**config.mk**
```make
export PLATFORM = sky130hd
export DESIGN_NAME = nv_nvdla_sdp_rdma_rd_arb_flat
export DESIGN_NICKNAME = d
export VERILOG_FILES = /design/src/rtl/nv_nvdla_sdp_rdma_rd_arb_if.sv /design/src/rtl/nv_nvdla_sdp_rdma_rd_arb.sv /design/src/flat_wrapper.sv
export SDC_FILE = /design/constraint.sdc
export NUM_CORES = 1
export LEC_CHECK = 0
export ABC_CLOCK_PERIOD_IN_PS = 7100
export CAP_MARGIN = 20
export CORE_AREA = 2 2 527 529
export DETAILED_ROUTE_END_ITERATION = 12
export DIE_AREA = 0 0 529 531
export PLACE_DENSITY = 0.34
export SLEW_MARGIN = 30
export SYNTH_ARGS = -nofsm -noshare
export SYNTH_HDL_FRONTEND = slang
export SYNTH_SLANG_ARGS = --single-unit
export TNS_END_PERCENT = 50
```
**constraint.sdc**
```tcl
create_clock -name nvdla_core_clk -period 7.1 [get_ports nvdla_core_clk]
set_input_delay 2.13 -clock nvdla_core_clk [delete_from_list [all_inputs] [get_ports nvdla_core_clk]]
set_output_delay 2.13 -clock nvdla_core_clk [all_outputs]
set_load 0.01 [all_outputs]
```
**src/rtl/nv_nvdla_sdp_rdma_rd_arb_if.sv**
```systemverilog
// Bus bundle between the SDP read clients, the read arbiter and the RDMA dmaif.
// Pure wiring: no state and no latency.
// Valid/ready on every channel; the arbiter connects through the slave modport.
interface nv_nvdla_sdp_rdma_rd_arb_if #(
  parameter int REQ_PD_W = 79,
  parameter int RSP_PD_W = 514
);
  logic [2:0]            clt_rd_req_vld;
  logic [2:0]            clt_rd_req_rdy;
  logic [3*REQ_PD_W-1:0] clt_rd_req_pd;
  logic [2:0]            clt_rd_req_ram_type;
  logic [2:0]            clt_rd_rsp_vld;
  logic [2:0]            clt_rd_rsp_rdy;
  logic [RSP_PD_W-1:0]   clt_rd_rsp_pd;
  logic                  dma_rd_req_vld;
  logic                  dma_rd_req_rdy;
  logic [REQ_PD_W-1:0]   dma_rd_req_pd;
  logic                  dma_rd_req_ram_type;
  logic                  dma_rd_rsp_vld;
  logic                  dma_rd_rsp_rdy;
  logic [RSP_PD_W-1:0]   dma_rd_rsp_pd;
  logic                  dma_rd_rsp_ram_type;

  // Arbiter view
  modport slave (
    input  clt_rd_req_vld, clt_rd_req_pd, clt_rd_req_ram_type, clt_rd_rsp_rdy,
           dma_rd_req_rdy, dma_rd_rsp_vld, dma_rd_rsp_pd,
    output clt_rd_req_rdy, clt_rd_rsp_vld, clt_rd_rsp_pd,
           dma_rd_req_vld, dma_rd_req_pd, dma_rd_req_ram_type,
           dma_rd_rsp_rdy, dma_rd_rsp_ram_type
  );

  // Environment view (clients plus dmaif)
  modport master (
    output clt_rd_req_vld, clt_rd_req_pd, clt_rd_req_ram_type, clt_rd_rsp_rdy,
           dma_rd_req_rdy, dma_rd_rsp_vld, dma_rd_rsp_pd,
    input  clt_rd_req_rdy, clt_rd_rsp_vld, clt_rd_rsp_pd,
           dma_rd_req_vld, dma_rd_req_pd, dma_rd_req_ram_type,
           dma_rd_rsp_rdy, dma_rd_rsp_ram_type
  );
endinterface

```
**src/rtl/nv_nvdla_sdp_rdma_rd_arb.sv**
```systemverilog
// Round-robin share of one SDP RDMA read port among BRDMA/NRDMA/ERDMA, in-order response routing.
// Request: 1 cycle (registered slot); response: 0 cycles (combinational via tag FIFO head).
// Slot holds while dma rdy low; grants stop when slot busy or tag FIFO full. Optional NVDLA_SDP_RDMA_ARB_WEIGHT_EN.
module nv_nvdla_sdp_rdma_rd_arb #(
  parameter int REQ_PD_W  = 79,
  parameter int RSP_PD_W  = 514,
  parameter int SIZE_W    = 15,
  parameter int TAG_DEPTH = 8
) (
  input  logic                        nvdla_core_clk,
  input  logic                        nvdla_core_rstn,
  nv_nvdla_sdp_rdma_rd_arb_if.slave   bus,
`ifdef NVDLA_SDP_RDMA_ARB_WEIGHT_EN
  input  logic [11:0]                 clt_wt,
`endif
  output logic                        arb_idle,
  output logic                        arb_rsp_err
);

  localparam int PTR_W  = $clog2(TAG_DEPTH);
  localparam int CNT_W  = PTR_W + 1;
  localparam int BEAT_W = SIZE_W + 1;

  typedef struct packed {
    logic [1:0]        src;
    logic              ram_type;
    logic [BEAT_W-1:0] beats;
  } tag_t;

  // Tag FIFO state
  tag_t              tag_mem [TAG_DEPTH];
  logic [PTR_W-1:0]  wr_ptr;
  logic [PTR_W-1:0]  rd_ptr;
  logic [CNT_W-1:0]  tag_cnt;
  logic [BEAT_W-1:0] beat_cnt;
  logic [1:0]        last_gnt;

  logic              tag_empty;
  logic              tag_full;
  tag_t              head;
  logic              slot_free;
  logic              can_grant;
  logic [5:0]        ord;
  logic [1:0]        win;
  logic              win_vld;
  logic              acc;
  logic [REQ_PD_W-1:0] sel_pd;
  logic              sel_ram_type;
  logic [SIZE_W-1:0] sel_size;
  tag_t              push_tag;
  logic              head_rdy;
  logic              rsp_hs;
  logic              last_beat;
  logic              pop;

`ifdef NVDLA_SDP_RDMA_ARB_WEIGHT_EN
  logic              burst_act;
  logic [4:0]        burst_cnt;
  logic              hold;
`endif

  assign tag_empty = (tag_cnt == '0);
  assign tag_full  = (tag_cnt == CNT_W'(TAG_DEPTH));
  assign head      = tag_mem[rd_ptr];
  assign slot_free = !bus.dma_rd_req_vld | bus.dma_rd_req_rdy;
  // A full tag FIFO blocks grants even if a pop happens this cycle.
  assign can_grant = slot_free & !tag_full;

  // Pick the winner: rotate from last_gnt+1, optionally let a weighted winner keep its grant
  always_comb begin
    case (last_gnt)
      2'd0:    ord = {2'd0, 2'd2, 2'd1};
      2'd1:    ord = {2'd1, 2'd0, 2'd2};
      default: ord = {2'd2, 2'd1, 2'd0};
    endcase
    win     = 2'd0;
    win_vld = 1'b0;
    // Scan lowest priority first so the highest-priority valid client is the last write.
    for (int k = 2; k >= 0; k--) begin
      if (bus.clt_rd_req_vld[ord[2*k +: 2]]) begin
        win     = ord[2*k +: 2];
        win_vld = 1'b1;
      end
    end
`ifdef NVDLA_SDP_RDMA_ARB_WEIGHT_EN
    hold = burst_act & bus.clt_rd_req_vld[last_gnt] &
           (burst_cnt <= {1'b0, clt_wt[{last_gnt, 2'b00} +: 4]});
    if (hold) begin
      win     = last_gnt;
      win_vld = 1'b1;
    end
`endif
  end

  assign acc                = can_grant & win_vld;
  assign bus.clt_rd_req_rdy = acc ? (3'b001 << win) : 3'b000;

  // Payload and ram type of the winning client
  always_comb begin
    case (win)
      2'd1:    begin sel_pd = bus.clt_rd_req_pd[REQ_PD_W   +: REQ_PD_W]; sel_ram_type = bus.clt_rd_req_ram_type[1]; end
      2'd2:    begin sel_pd = bus.clt_rd_req_pd[2*REQ_PD_W +: REQ_PD_W]; sel_ram_type = bus.clt_rd_req_ram_type[2]; end
      default: begin sel_pd = bus.clt_rd_req_pd[0          +: REQ_PD_W]; sel_ram_type = bus.clt_rd_req_ram_type[0]; end
    endcase
  end

  assign sel_size          = sel_pd[REQ_PD_W-1 -: SIZE_W];
  assign push_tag.src      = win;
  assign push_tag.ram_type = sel_ram_type;
  assign push_tag.beats    = BEAT_W'(sel_size) + BEAT_W'(1);

  // Output request slot and round-robin pointer
  always_ff @(posedge nvdla_core_clk or negedge nvdla_core_rstn) begin
    if (!nvdla_core_rstn) begin
      bus.dma_rd_req_vld      <= 1'b0;
      bus.dma_rd_req_pd       <= '0;
      bus.dma_rd_req_ram_type <= 1'b0;
      last_gnt                <= 2'd2;
    end else if (acc) begin
      bus.dma_rd_req_vld      <= 1'b1;
      bus.dma_rd_req_pd       <= sel_pd;
      bus.dma_rd_req_ram_type <= sel_ram_type;
      last_gnt                <= win;
    end else if (bus.dma_rd_req_rdy) begin
      bus.dma_rd_req_vld      <= 1'b0;
    end
  end

`ifdef NVDLA_SDP_RDMA_ARB_WEIGHT_EN
  // Burst bookkeeping: accepts granted to last_gnt in its current burst
  always_ff @(posedge nvdla_core_clk or negedge nvdla_core_rstn) begin
    if (!nvdla_core_rstn) begin
      burst_act <= 1'b0;
      burst_cnt <= 5'd0;
    end else if (acc) begin
      burst_act <= 1'b1;
      burst_cnt <= hold ? burst_cnt + 5'd1 : 5'd1;
    end else if (!bus.clt_rd_req_vld[last_gnt]) begin
      burst_act <= 1'b0;
    end
  end
`endif

  // Response routing from the tag FIFO head
  always_comb begin
    case (head.src)
      2'd0:    head_rdy = bus.clt_rd_rsp_rdy[0];
      2'd1:    head_rdy = bus.clt_rd_rsp_rdy[1];
      2'd2:    head_rdy = bus.clt_rd_rsp_rdy[2];
      default: head_rdy = 1'b0;
    endcase
  end

  assign bus.dma_rd_rsp_rdy      = !tag_empty & head_rdy;
  assign bus.clt_rd_rsp_vld      = (bus.dma_rd_rsp_vld & !tag_empty) ? (3'b001 << head.src) : 3'b000;
  assign bus.clt_rd_rsp_pd       = bus.dma_rd_rsp_pd[RSP_PD_W-1:0];
  assign bus.dma_rd_rsp_ram_type = !tag_empty & head.ram_type;

  assign rsp_hs    = bus.dma_rd_rsp_vld & bus.dma_rd_rsp_rdy;
  assign last_beat = (beat_cnt == head.beats - BEAT_W'(1));
  assign pop       = rsp_hs & last_beat;

  // Tag storage write; contents need no reset since tag_cnt qualifies them
  always_ff @(posedge nvdla_core_clk) begin
    if (acc) tag_mem[wr_ptr] <= push_tag;
  end

  // Tag FIFO pointers, occupancy and beat counter
  always_ff @(posedge nvdla_core_clk or negedge nvdla_core_rstn) begin
    if (!nvdla_core_rstn) begin
      wr_ptr   <= '0;
      rd_ptr   <= '0;
      tag_cnt  <= '0;
      beat_cnt <= '0;
    end else begin
      if (acc) wr_ptr <= wr_ptr + PTR_W'(1);
      if (pop) rd_ptr <= rd_ptr + PTR_W'(1);
      case ({acc, pop})
        2'b10:   tag_cnt <= tag_cnt + CNT_W'(1);
        2'b01:   tag_cnt <= tag_cnt - CNT_W'(1);
        default: tag_cnt <= tag_cnt;
      endcase
      if (rsp_hs) beat_cnt <= last_beat ? '0 : beat_cnt + BEAT_W'(1);
    end
  end

  // Sticky flag for a response with no outstanding request to own it
  always_ff @(posedge nvdla_core_clk or negedge nvdla_core_rstn) begin
    if (!nvdla_core_rstn)                     arb_rsp_err <= 1'b0;
    else if (bus.dma_rd_rsp_vld & tag_empty)  arb_rsp_err <= 1'b1;
  end

  assign arb_idle = !bus.dma_rd_req_vld & tag_empty;

endmodule

```
**src/flat_wrapper.sv**
```systemverilog
// flat-port wrapper written by rule: the top's interface ports become plain ports
module nv_nvdla_sdp_rdma_rd_arb_flat 
#(
  parameter int REQ_PD_W  = 79,
  parameter int RSP_PD_W  = 514,
  parameter int SIZE_W    = 15,
  parameter int TAG_DEPTH = 8
)
  (nvdla_core_clk, nvdla_core_rstn, arb_idle, arb_rsp_err, bus_clt_rd_req_vld, bus_clt_rd_req_pd, bus_clt_rd_req_ram_type, bus_clt_rd_rsp_rdy, bus_dma_rd_req_rdy, bus_dma_rd_rsp_vld, bus_dma_rd_rsp_pd, bus_clt_rd_req_rdy, bus_clt_rd_rsp_vld, bus_clt_rd_rsp_pd, bus_dma_rd_req_vld, bus_dma_rd_req_pd, bus_dma_rd_req_ram_type, bus_dma_rd_rsp_rdy, bus_dma_rd_rsp_ram_type);
  nv_nvdla_sdp_rdma_rd_arb_if #(.REQ_PD_W(REQ_PD_W), .RSP_PD_W(RSP_PD_W)) bus_i ();
  input  logic nvdla_core_clk;
  input  logic nvdla_core_rstn;
  output logic arb_idle;
  output logic arb_rsp_err;
  input wire logic [$bits(bus_i.clt_rd_req_vld)-1:0] bus_clt_rd_req_vld;
  input wire logic [$bits(bus_i.clt_rd_req_pd)-1:0] bus_clt_rd_req_pd;
  input wire logic [$bits(bus_i.clt_rd_req_ram_type)-1:0] bus_clt_rd_req_ram_type;
  input wire logic [$bits(bus_i.clt_rd_rsp_rdy)-1:0] bus_clt_rd_rsp_rdy;
  input wire logic [$bits(bus_i.dma_rd_req_rdy)-1:0] bus_dma_rd_req_rdy;
  input wire logic [$bits(bus_i.dma_rd_rsp_vld)-1:0] bus_dma_rd_rsp_vld;
  input wire logic [$bits(bus_i.dma_rd_rsp_pd)-1:0] bus_dma_rd_rsp_pd;
  output wire logic [$bits(bus_i.clt_rd_req_rdy)-1:0] bus_clt_rd_req_rdy;
  output wire logic [$bits(bus_i.clt_rd_rsp_vld)-1:0] bus_clt_rd_rsp_vld;
  output wire logic [$bits(bus_i.clt_rd_rsp_pd)-1:0] bus_clt_rd_rsp_pd;
  output wire logic [$bits(bus_i.dma_rd_req_vld)-1:0] bus_dma_rd_req_vld;
  output wire logic [$bits(bus_i.dma_rd_req_pd)-1:0] bus_dma_rd_req_pd;
  output wire logic [$bits(bus_i.dma_rd_req_ram_type)-1:0] bus_dma_rd_req_ram_type;
  output wire logic [$bits(bus_i.dma_rd_rsp_rdy)-1:0] bus_dma_rd_rsp_rdy;
  output wire logic [$bits(bus_i.dma_rd_rsp_ram_type)-1:0] bus_dma_rd_rsp_ram_type;
  assign bus_i.clt_rd_req_vld = bus_clt_rd_req_vld;
  assign bus_i.clt_rd_req_pd = bus_clt_rd_req_pd;
  assign bus_i.clt_rd_req_ram_type = bus_clt_rd_req_ram_type;
  assign bus_i.clt_rd_rsp_rdy = bus_clt_rd_rsp_rdy;
  assign bus_i.dma_rd_req_rdy = bus_dma_rd_req_rdy;
  assign bus_i.dma_rd_rsp_vld = bus_dma_rd_rsp_vld;
  assign bus_i.dma_rd_rsp_pd = bus_dma_rd_rsp_pd;
  assign bus_clt_rd_req_rdy = bus_i.clt_rd_req_rdy;
  assign bus_clt_rd_rsp_vld = bus_i.clt_rd_rsp_vld;
  assign bus_clt_rd_rsp_pd = bus_i.clt_rd_rsp_pd;
  assign bus_dma_rd_req_vld = bus_i.dma_rd_req_vld;
  assign bus_dma_rd_req_pd = bus_i.dma_rd_req_pd;
  assign bus_dma_rd_req_ram_type = bus_i.dma_rd_req_ram_type;
  assign bus_dma_rd_rsp_rdy = bus_i.dma_rd_rsp_rdy;
  assign bus_dma_rd_rsp_ram_type = bus_i.dma_rd_rsp_ram_type;
  nv_nvdla_sdp_rdma_rd_arb #(.REQ_PD_W(REQ_PD_W), .RSP_PD_W(RSP_PD_W), .SIZE_W(SIZE_W), .TAG_DEPTH(TAG_DEPTH)) u_core (.nvdla_core_clk(nvdla_core_clk), .nvdla_core_rstn(nvdla_core_rstn), .bus(bus_i), .arb_idle(arb_idle), .arb_rsp_err(arb_rsp_err));
endmodule
```
* After elaboration in Yosys (flattened, before gate mapping) *
Memory sizes are Yosys's and may differ from the RTL's.
Index checks and enable logic that the tools add are counted.

cells by class
  add/sub/neg operators = 7
  $lt $le $gt $ge = 3
  equality and inequality tests = 9
  shift-type cells = 2
  multiplexer cells = 24
  bitwise operators = 10
  reductions and logical operators = 8

operators with widths
  operator                 count
  $pmux W79 S2             1
  $add A15 B1 Y16 const B  1
  $add A16 B1 Y16 const B  1
  $eq A16 B16 Y1           1
  $mux W16                 1
  $sub A16 B1 Y16 const B  1
  $pmux W6 S2              1
  $mux W1                  10
  $and A1 B1 Y1            9
  $lt A2 B3 Y1 const B     3
  $eq A2 B1 Y1 const B     4
  $pmux W4 S2              1
  $add A3 B1 Y3 const B    2
  $bmux W1 S2              3
  $eq A2 B2 Y1 const B     3
  $mux W2                  3
  $mux W3                  2
  $shl A1 B2 Y3 const A    2
  $add A4 B1 Y4 const B    1
  $eq A4 B4 Y1 const B     1
  $logic_not A2 Y1         2
  $logic_not A4 Y1         1
  $reduce_bool A2 Y1       2
  $sub A4 B1 Y4 const B    1
  4 further kinds          6

word-level totals
  flip-flop bits (word level) = 110
  memory bits (writable) = 152
  input bits = 764
  output and inout bits = 605
  logic and storage cells = 73
  memories kept = 1

memories
  memory          depth  bits a word  rd ports  clocked after memory_dff  wr ports  RTL line                        RTL
  u_core.tag_mem  8      19           1         0                         1         nv_nvdla_sdp_rdma_rd_arb.sv:31  tag_t tag_mem [TAG_DEPTH];

* Logic depth before layout (Yosys ltp) *
  depth after elaboration = 10
  gate-level depth with buffers = 25
  depth with buffers taken out = 20

* Worst setup path after synthesis *
Ideal clock, no wire load.

  path kind = input-to-output
  from = input bus_clt_rd_req_vld[2]
  to = output bus_clt_rd_req_rdy[1]
  arrival = 3989 ps
  data required time = 4970 ps
  path slack = 981 ps
  stages = 10
  buffers on the path = 4
  path through = nor2b_1 > o22ai_1 > nand2_1 > inv_1 > ha_1 > buf_2 > buf_1 > buf_1 > clkbuf_1 > and2_1

RTL lines
  element      RTL line            RTL
  from (decl)  flat_wrapper.sv:15  input wire logic [$bits(bus_i.clt_rd_req_vld)-1:0] bus_clt_rd_req_vld;
  to (decl)    flat_wrapper.sv:22  output wire logic [$bits(bus_i.clt_rd_req_rdy)-1:0] bus_clt_rd_req_rdy;

==> metrics.md <==
| Metric | Value |
|---|---|
| Largest net degree at the start of global routing | `roughly 120` |
| Synth warn | `0` |
| Detailed Place HPWL | `155000 um` |
| Critical Path Max Stage Delay | `590 ps` |
| Fin nets | `2229` |
| Rel. slew slack | `41.4%` |
| Crit path kind | `input pin to output port` |
| Part of the power in combinational logic | `between 40 and 50%` |
| Worst Setup End Kind | `output port` |
| Cts hold-fix bufs | `0` |
| Cell Area, Placed | `20700 sq um` |
| RSZ-0062 raised after global routing | `no` |
| Minimum clock period | `6510 ps` |
| HP Class | `flop to flop` |
| Syn Nets | `~2.4k` |
| Distinct cells, synth | `56` |
| Worst Tran Pin Value | `879 ps` |
| Top cells by area, synth | `edfxtp_1 28%, buf_4 24%, dfrtp_1 17%` |
| Flop pwr share | `32.9%` |
| Dpl cells | `5018` |
| Via density | `2.29` |
| Arrival @ worst endpoint | `4380 ps` |
| Primary FF master, synth | `edfxtp_1` |
| Ports | `1369` |
| Mapped cell area | `16500 sq um` |
| EDFF count, synth | `152` |
| Final Cell Area | `around 22000 sq um` |
| Initial core utilization | `5.99%` |
| Status | `complete, no violations` |
| Setup Viol. Count Final | `0` |
| P&R area growth vs syn | `33.4%` |
| Count of final hold-check violations | `0` |
| Clk sink count | `262` |
| Int Pwr | `approximately 4500 uW` |
| Post-CTS setup buffers | `0` |
| Critical Path RT | `4970 ps` |
| RePlAce Congestion | `0.732` |
| Top Family by Delay on Critical Path | `buffers and inverters` |
| Drt initial violations | `around 900` |
| Crit-path max FO | `10` |
| GRT overflow | `0` |
| Die ar. | `approximately 280000 sq um` |
| DRT Pass-1 Iters | `6` |
| Skew final | `between 30 and 40 ps` |
| Clock buffer depth | `3` |
| Chip Width | `529 um` |
| Clk_lat worst skew | `~650 ps` |
| CTS Root Cell | `clkbuf_16` |
| First-pass GRT wire length | `200000 um` |
| Wire per inst | `34.7 um` |
| Cell taking the most area after synthesis | `edfxtp_1` |
| Vias | `about 12k` |
| WL final | `177000 um` |
| Final sum of negative setup slack | `0 ps` |
| Pwr dens | `348 nW/um^2` |
| Hold Crit Depth | `1` |
| Slew Viols, Final | `0` |
| Post-Syn Instances | `~1.6k` |
| Row count | `193` |
| Switch share | `41.3%` |
| Crit path depth | `8` |
| Vias in the first global route | `11.5k` |
| Antenna cells | `0` |
| Final hold slack | `roughly 460 ps` |
| Share of layout cells above drive strength 1 | `a little under an eighth` |
| VDD IR max | `0.173 mV` |
| CTS resizes | `0` |
| Total CTS buffers | `40` |
| Worst setup SP type | `input pin` |
| Drc violations | `0` |
| Fmax | `0.154 GHz` |
| Psw | `3160 uW` |
| R2r worst-path depth | `20` |
| Crit-path slowest cell | `clkdlybuf4s50_1` |
| Max Cap Viol | `0` |
| WP buf/inv | `3` |
| Tot GR Track Use | `12.0%` |
| PortBufs | `340` |
| Core Util, Final | `7.99%` |
| Synth async-reset ratio | `between 40% and 50%` |
| Seq cells post-synth | `262` |
| Crit path cell chain | `clkdlybuf4s50_1 > nor2b_1 > o22ai_1 > nand2_1 > inv_1 > ha_4 > and2_1 > clkdlybuf4s50_1` |
| Post-route ant nets | `0` |
| Core footprint | `275000 sq um` |
| Final worst path period share | `between 90% and 100%` |
| CP most frequent cell | `clkdlybuf4s50_1` |
| Average size of a mapped cell | `slightly above 10 sq um` |
| Finished Layout Cells | `5091` |
| Die height | `531 um` |
| Sequential share of the synthesized area | `44.4%` |
| Top cell type's share of synthesized area | `27.7%` |
| CTS tree | `yes` |
| Worst-path clk slew | `approximately 80 ps` |
| Clock network fraction of design power | `between 20 and 30%` |
| Leak | `0.00666 uW` |
| Antenna violations before repair | `6` |
| H-tree lvl count | `2` |
==> synth_stat cells, types with 4 or more instances <==
master,number
buf_4,518
mux2i_4,5
inv_1,17
or3_1,9
nand2b_1,4
o211ai_1,5
buf_6,5
nor2b_1,4
dfrtp_1,109
a22oi_1,80
buf_1,4
nor3_1,16
edfxtp_1,152
mux2i_1,28
a21o_1,4
nor2_1,34
ha_1,11
buf_2,8
mux4_2,29
and2_1,6
o21ai_0,164
xor2_1,20
nand3_1,23
and3_1,5
a21oi_1,8
clkbuf_1,49
nand2_1,205
nand4_1,11
nor4_1,5
xnor2_1,30
nor3b_1,4
==> cells in the final DEF (no fill, tap or decap), types with 11 or more instances in the layout <==
cell             count
clkdlybuf4s50_1    339
clkbuf_1            13
inv_1               16
clkbuf_16           40
dfrtp_1            107
nand3_1             23
buf_4               44
mux4_2              29
nand2_1            205
mux2i_1             28
edfxtp_1           152
o21ai_0            159
xnor2_1             30
a22oi_1             80
nor2_1              34
nor3_1              13
nand4_1             11
xor2_1              20
==> layer usage <==
layer  vias up  part of all wire, %  track usage [%]
met5         -                 0.81             3.83
met4        14                  4.4             4.78
met3       293                   33             19.0
met2      1177                   38             15.7
met1      5420                   24             8.21
li1       4750                    -                -
==> per-stage QoR <==
stage               setup WS (ps)  power (uW)
floorplan                     981        4040
global placement              121        5830
detailed placement            162        5840
CTS                           530        8030
global route                  461        8220
finish                        591        7650
==> final cells by class <==
cell class / count / area [sq um]
clock buffers: 54 / 1060
clock inverters: 19 / 240
fillers: 31957 / 253000
inverters: 17 / 68.8
multi-input cells: 745 / 5000
flip-flops and latches: 262 / 7320
well taps: 3607 / 4510
repair buffers: 387 / 3790
==> flip-flops by register name, summed over array words and instances, names as in the netlist <==
name,flops
u_core.bus.dma_rd_req_pd,79
u_core.arb_rsp_err,1
u_core.rd_ptr,3
u_core.wr_ptr,3
u_core.last_gnt,2
u_core.tag_mem,152
u_core.bus.dma_rd_req_vld,1
u_core.bus.dma_rd_req_ram_type,1
u_core.tag_cnt,4
u_core.beat_cnt,16
==> cell families (layout without fill, tap and decap cells) <==
logic type	Yosys count	in the layout	share of synthesized area, %
flops	262	262	44.4
compound gates	273	273	9.84
xor+xnor	50	50	2.65
mux	69	69	6.96
fa+ha+maj	12	12	0.956
buf+inv	602	477	25.8
simple gates	341	341	9.38
==> power groups by stage <==
| stage | clock network, uW | logic [uW] | registers (uW) |
|---|---|---|---|
| after global routing | 2220 | 3430 | 2570 |
| after detailed placement | 0 | 3300 | 2540 |
| after global placement | 0 | 3300 | 2530 |
| final | 2050 | 3080 | 2510 |
| after CTS | 2190 | 3310 | 2520 |
| after floorplan | 0 | 1470 | 2570 |
==> final timing paths <==
check                                                     to                   from  slack [ps]
worst max register to register             u_core.tag_cnt[3]       u_core.rd_ptr[1]        1700
min in group asynchronous                 u_core.arb_rsp_err        nvdla_core_rstn        1420
worst min register to register            u_core.arb_rsp_err     u_core.arb_rsp_err         460
worst min-delay path                      u_core.arb_rsp_err     u_core.arb_rsp_err         460
worst max-delay path                   bus_clt_rd_req_rdy[1]  bus_clt_rd_req_vld[2]         590
max in group asynchronous       u_core.bus.dma_rd_req_pd[28]        nvdla_core_rstn        4650
No activity file was read; power rests on OpenSTA's default activity.
